[src/rtl/hub75_pkg.sv]
`default_nettype none
// ============================================================================
// Module      : hub75_pkg
// Description : Shared types and constants for the HUB75 scan-out engine.
// Revision    : 1.0
// ============================================================================
package hub75_pkg;

    typedef enum logic [2:0] {
        ST_IDLE  = 3'd0,
        ST_FETCH = 3'd1,
        ST_LOAD  = 3'd2,
        ST_SHIFT = 3'd3,
        ST_BLANK = 3'd4,
        ST_LATCH = 3'd5,
        ST_ON    = 3'd6
    } state_t;

    // Pixel byte layout: low nibble-ish triplet is the top half, next triplet the bottom half
    localparam int c_bit_r1 = 0;
    localparam int c_bit_g1 = 1;
    localparam int c_bit_b1 = 2;
    localparam int c_bit_r2 = 3;
    localparam int c_bit_g2 = 4;
    localparam int c_bit_b2 = 5;

    localparam int c_def_cols      = 64;
    localparam int c_def_row_addrs = 16;
    localparam int c_def_on_cycles = 64;

endpackage
`default_nettype wire

[src/rtl/hub75_scanout.sv]
`default_nettype none
// ============================================================================
// Module      : hub75_scanout
// Description : Framebuffer read-side engine driving HUB75 panel pins.
// Revision    : 1.0
// ============================================================================
module hub75_scanout
    import hub75_pkg::*;
#(
    parameter int COLS       = c_def_cols,
    parameter int ROW_ADDRS  = c_def_row_addrs,
    parameter int ADDR_WIDTH = 10,
    parameter int DATA_WIDTH = 8,
    parameter int ON_CYCLES  = c_def_on_cycles
) (
    input  logic                         clk,
    input  logic                         reset_n,
    input  logic                         enable,
    output logic [ADDR_WIDTH-1:0]        read_addr,
    output logic                         read_en,
    input  logic [DATA_WIDTH-1:0]        read_data,
    output logic [2:0]                   hub_rgb1,
    output logic [2:0]                   hub_rgb2,
    output logic                         hub_clk,
    output logic                         hub_lat,
    output logic                         hub_oe_n,
    output logic [$clog2(ROW_ADDRS)-1:0] hub_row,
    output logic                         frame_done
);

    localparam int c_col_w = $clog2(COLS);
    localparam int c_row_w = $clog2(ROW_ADDRS);
    localparam int c_on_w  = $clog2(ON_CYCLES + 1);

    localparam logic [c_col_w-1:0] c_last_col = c_col_w'(COLS - 1);
    localparam logic [c_row_w-1:0] c_last_row = c_row_w'(ROW_ADDRS - 1);
    localparam logic [c_on_w-1:0]  c_last_on  = c_on_w'(ON_CYCLES - 1);

    state_t               r_state;
    state_t               w_state_next;
    logic [c_col_w-1:0]   r_col;
    logic [c_row_w-1:0]   r_row;
    logic [c_on_w-1:0]    r_on_cnt;
    logic [2:0]           r_hub_rgb1;
    logic [2:0]           r_hub_rgb2;
    logic                 r_hub_clk;
    logic [c_row_w-1:0]   r_hub_row;
    logic                 w_last_col;
    logic                 w_last_row;
    logic                 w_last_on;
    logic [ADDR_WIDTH-1:0] w_pixel_addr;
    logic                 w_unused_data;

    assign w_last_col   = (r_col == c_last_col);
    assign w_last_row   = (r_row == c_last_row);
    assign w_last_on    = (r_on_cnt == c_last_on);
    assign w_pixel_addr = ADDR_WIDTH'(r_row) * ADDR_WIDTH'(COLS) + ADDR_WIDTH'(r_col);
    assign w_unused_data = &{1'b0, read_data};

    assign hub_rgb1 = r_hub_rgb1;
    assign hub_rgb2 = r_hub_rgb2;
    assign hub_clk  = r_hub_clk;
    assign hub_row  = r_hub_row;

    always_ff @(posedge clk) begin
        if (!reset_n) begin
            r_state <= ST_IDLE;
        end else begin
            r_state <= w_state_next;
        end
    end

    // Strobes that must line up with the state cycle itself are decoded here
    always_comb begin
        w_state_next = r_state;
        read_en      = 1'b0;
        read_addr    = '0;
        hub_lat      = 1'b0;
        hub_oe_n     = 1'b1;
        frame_done   = 1'b0;
        case (r_state)
            ST_IDLE: begin
                if (enable) w_state_next = ST_FETCH;
            end
            ST_FETCH: begin
                read_en      = 1'b1;
                read_addr    = w_pixel_addr;
                w_state_next = ST_LOAD;
            end
            ST_LOAD: begin
                w_state_next = ST_SHIFT;
            end
            ST_SHIFT: begin
                w_state_next = w_last_col ? ST_BLANK : ST_FETCH;
            end
            ST_BLANK: begin
                w_state_next = ST_LATCH;
            end
            ST_LATCH: begin
                hub_lat      = 1'b1;
                w_state_next = ST_ON;
            end
            ST_ON: begin
                hub_oe_n = 1'b0;
                if (w_last_on) begin
                    frame_done   = w_last_row;
                    w_state_next = enable ? ST_FETCH : ST_IDLE;
                end
            end
            default: begin
                w_state_next = ST_IDLE;
            end
        endcase
    end

    // Shift clock trails SHIFT by one cycle so colour has a full clock of setup and hold
    always_ff @(posedge clk) begin
        if (!reset_n) begin
            r_col      <= '0;
            r_row      <= '0;
            r_on_cnt   <= '0;
            r_hub_rgb1 <= '0;
            r_hub_rgb2 <= '0;
            r_hub_clk  <= 1'b0;
            r_hub_row  <= '0;
        end else begin
            r_hub_clk <= (r_state == ST_SHIFT);
            case (r_state)
                ST_LOAD: begin
                    r_hub_rgb1 <= {read_data[c_bit_b1], read_data[c_bit_g1], read_data[c_bit_r1]};
                    r_hub_rgb2 <= {read_data[c_bit_b2], read_data[c_bit_g2], read_data[c_bit_r2]};
                end
                ST_SHIFT: begin
                    r_col <= w_last_col ? '0 : r_col + 1'b1;
                end
                ST_BLANK: begin
                    r_hub_row <= r_row;
                    r_on_cnt  <= '0;
                end
                ST_ON: begin
                    if (w_last_on) begin
                        r_on_cnt <= '0;
                        r_row    <= w_last_row ? '0 : r_row + 1'b1;
                    end else begin
                        r_on_cnt <= r_on_cnt + 1'b1;
                    end
                end
                default: begin
                end
            endcase
        end
    end

endmodule
`default_nettype wire

[config.mk]
export PLATFORM = sky130hd
export DESIGN_NAME = hub75_scanout
export DESIGN_NICKNAME = d
export VERILOG_FILES = /design/src/rtl/hub75_pkg.sv /design/src/rtl/hub75_scanout.sv
export SDC_FILE = /design/constraint.sdc
export NUM_CORES = 1
export LEC_CHECK = 0
export CAP_MARGIN = 10
export CORE_ASPECT_RATIO = 0.5
export CORE_UTILIZATION = 30
export CTS_BUF_LIST = sky130_fd_sc_hd__clkbuf_4
export CTS_CLUSTER_DIAMETER = 150
export DETAILED_ROUTE_END_ITERATION = 8
export SLEW_MARGIN = 20
export SYNTH_ARGS = -nofsm -noshare
export SYNTH_HDL_FRONTEND = slang
export SYNTH_SLANG_ARGS = --single-unit
[constraint.sdc]
create_clock -name clk -period 1.7 [get_ports clk]
set_clock_uncertainty 0.15 [all_clocks]
set_input_delay 0.34 -clock clk [delete_from_list [all_inputs] [get_ports clk]]
set_output_delay 0.34 -clock clk [all_outputs]
set_load 0.005 [all_outputs]
==> flow_metrics.env <==
export IMPL_outcome="finished with violations"
export IMPL_violations="negative setup slack"
export IMPL_synth_seq_area_share_pct=40.42
export IMPL_finalSetupViolations=13
export IMPL_h_tree_depth=2
export IMPL_antenna_found_initial=0
export IMPL_ys_ff_latch=31
export IMPL_mostFrequentLayoutCell="buf_4"
export IMPL_grt_pass1_vias=1353
export IMPL_cts_root_buf="clkbuf_4"
export IMPL_detail_route_antenna_nets=0
export IMPL_syn_avg_cell_area_sq_um=8.577
export IMPL_crit_path_end="frame_done"
export IMPL_clk_path_buf_depth=2
export IMPL_num_vias=1486
export IMPL_peakVddDrop_mv=0.3515
export IMPL_dp_cells=293
export IMPL_grt_pass1_wl_um=6154
export IMPL_grt_overflow=0
export IMPL_synth_cell_type_count=40
export IMPL_synth_flop_cell="dfxtp_1"
export IMPL_synth_edff_count=0
export IMPL_synth_largest_area_cell="dfxtp_1"
export IMPL_worst_slack_ps=-290.2
export IMPL_postCtsHoldBufs=0
export IMPL_portBuffers=33
export IMPL_routabilityCongestion=0.7846
export IMPL_synth_top_area_share_pct=40.42
export IMPL_cpPeakStageDelay_ps=380
export IMPL_drt_total_wl_um=3790
export IMPL_layout_nets=260
export IMPL_syn_nets=193
export IMPL_die_y_um=52.59
export IMPL_nFillCells=442
export IMPL_worstMarginPinSlew_ps=369.1
export IMPL_fin_crit_sh_pct=117.1
export IMPL_rsz0062_at_grt="yes"
export IMPL_slew_viol_final=0
export IMPL_crit_required_ps=1210
export IMPL_rrSetupSlack_ps=-130
export IMPL_critPathSlowestCell="or3_4"
export IMPL_timing_fmax_mhz=502.5
export IMPL_dp_hpwl_um=2472
export IMPL_reg2regPathDepth=6
export IMPL_cp_arrival_ps=1500
export IMPL_r2r_end="r_row[3]$_SDFFE_PN0P_"
export IMPL_yosysWarnings=0
export IMPL_clock_sinks=31
export IMPL_diodes=0
export IMPL_total_power_uw=1759
export IMPL_core_area_sq_mm=0.004658
export IMPL_startpoint="r_state[0]$_SDFFE_PN0P_"
export IMPL_maxCapViolCount=0
export IMPL_cts_tree="done"
export IMPL_synthCells=179
export IMPL_syn_area_sq_mm=0.001535
export IMPL_wl_per_cell_um=12.11
export IMPL_dr_pass1_iters=6
export IMPL_hp_class="reg2reg"
export IMPL_vias_per_cell=4.748
export IMPL_grt_total_usage_pct=15.19
export IMPL_crit_buf_inv=2
export IMPL_ios=36
export IMPL_crit_type="reg2out"
export IMPL_power_density_mw_per_mm2=731.5
export IMPL_drc=0
export IMPL_final_cells=313
export IMPL_crit_cells=5
export IMPL_fp_dieW_um=103.2
export IMPL_cts_clk_slew_worst_paths_ps=100
export IMPL_cts_buffers_inserted=5
export IMPL_grt_max_degree=32
export IMPL_cp_end_kind="primary output"
export IMPL_critPathLaunchType="flip-flop"
export IMPL_path_delay_family="simple AND/OR/NAND/NOR gates"
export IMPL_insertion_delay_ps=320
export IMPL_drt_iter0_drc=39
export IMPL_worstReg2RegStart="r_state[0]$_SDFFE_PN0P_"
export IMPL_async_flop_share_pct=0
export IMPL_dp_slack_ps=-344.8
export IMPL_area_growth_pct=56.64
export IMPL_seq_area_sq_um=639.4
export IMPL_cp_cell_sequence="buf_6 > nand3b_4 > or3_4 > nor2_2 > buf_2"
export IMPL_multi_input_area_sq_um=945.9
export IMPL_row_count=17
export IMPL_start_util_pct=32.96
export IMPL_drive_gt1_share_pct=41.30
export IMPL_netlist_top_cells_area="dfxtp_1 40%, and2_1 5.7%, a21boi_0 5.4%"
export IMPL_hold_violations=0
export IMPL_worstPathMaxFanout=2
export IMPL_die_area_sq_mm=0.005425
export IMPL_relSlewSlack_pct=75.34
export IMPL_layout_common_cells="26 x buf_4, 22 x buf_6, 19 x nand2_1, 18 x dfxtp_1, 17 x clkdlybuf4s50_1"
export IMPL_p_leak_uw=0.001007
export IMPL_finalWorstPathRequiredPeriod_ps=1990
[worst reg2reg max path, stage by stage (launching register included)]
cell	delay, ps
dfxtp_2	350
buf_6	110
nand3b_4	150
or3_4	380
buf_4	160
or3b_1	350
a21boi_1	120
[worst min path at each step]
stage          depth (start not counted)  slack [ps]                startpoint                        to
6_report                               2         280  r_on_cnt[6]$_SDFFE_PN0P_  r_on_cnt[6]$_SDFFE_PN0P_
4_1_cts                                2         290  r_on_cnt[6]$_SDFFE_PN0P_  r_on_cnt[6]$_SDFFE_PN0P_
3_3_place_gp                           2         270  r_on_cnt[6]$_SDFFE_PN0P_  r_on_cnt[6]$_SDFFE_PN0P_
2_1_floorplan                          2         260  r_on_cnt[6]$_SDFFE_PN0P_  r_on_cnt[6]$_SDFFE_PN0P_
5_1_grt                                2         310  r_on_cnt[6]$_SDFFE_PN0P_  r_on_cnt[6]$_SDFFE_PN0P_
3_5_place_dp                           2         270  r_on_cnt[6]$_SDFFE_PN0P_  r_on_cnt[6]$_SDFFE_PN0P_
[logic make-up (layout without fill, tap and decap cells)]
family	count (synthesis)	after routing	synth area share [%]
AND/OR/NAND/NOR	83	83	30.56
AO/OA/AOI/OAI	36	36	14.91
flip-flops	31	31	40.42
buffers and inverters	14	82	4.320
XOR/XNOR	6	6	3.423
multiplexers	6	6	3.912
adder cells (fa/ha/maj)	3	3	2.445
[power breakdown]
part | total [uW] | switching, uW | internal, uW
Sequential | 795 | 28.6 | 766
Combinational | 545 | 232 | 313
Clock | 419 | 265 | 154
[repair_timing]
| item | 4_1_cts | 5_1_grt |
|---|---|---|
| pin swaps | 10 | 5 |
| setup endpoints to repair | 16 | 39 |
| buffers inserted | 9 | 5 |
| resized for setup | 79 | 41 |
[stage by stage]
| step | setup TNS (ps) | utilization (%) | area [sq um] | hold WS (ps) |
|---|---|---|---|---|
| 2_1_floorplan | -40.44 | - | 1558 | 256.8 |
| 3_3_place_gp | -2799 | 45.58 | 2123 | 270.6 |
| 3_5_place_dp | -3080 | 45.58 | 2123 | 271.6 |
| 4_1_cts | -2377 | 48.35 | 2252 | 287.2 |
| 5_1_grt | -3058 | 51.63 | 2405 | 310.4 |
| 6_report | -2165 | 51.63 | 2405 | 282.5 |
[synth_stat cells, types with 2 or more instances]
library cell and number:
a21boi_0 11, a21oi_1 6, and2_1 14, and3_1 4, buf_2 2, clkbuf_1 7, dfxtp_1 31, ha_1 3
inv_1 3, mux2i_1 6, nand2_1 20, nand2b_1 2, nand3_1 8, nand3b_1 3, nand4_1 3, nor2_1 9
nor2b_1 7, o21a_1 2, o21ai_0 11, o22ai_1 2, or3_1 2, xnor2_1 2, xor2_1 4
[metal layers]
layer / vias up / global-route usage (%) / wire [um]
met5: - / 0 / 0
met4: 0 / 4.460 / 42
met3: 4 / 4.267 / 138
met2: 29 / 25.44 / 1765
met1: 702 / 19.17 / 1844
li1: 751 / - / -
[registers in the layout, summed over array words and instances (netlist names)]
signal	cells
hub_clk	1
hub_rgb1	3
hub_rgb2	3
hub_row	4
r_col	6
r_on_cnt	7
r_row	4
r_state	3
[cell type report]
type	instances	area share, %
Clock buffer	5	1.561
Clock inverter	3	0.6243
Inverter	3	0.4683
Multi-Input combinational cell	134	39.33
Sequential cell	31	26.59
Tap cell	66	3.434
Timing Repair Buffer	71	27.99
Note: power is estimated with default switching activity, not from simulation.
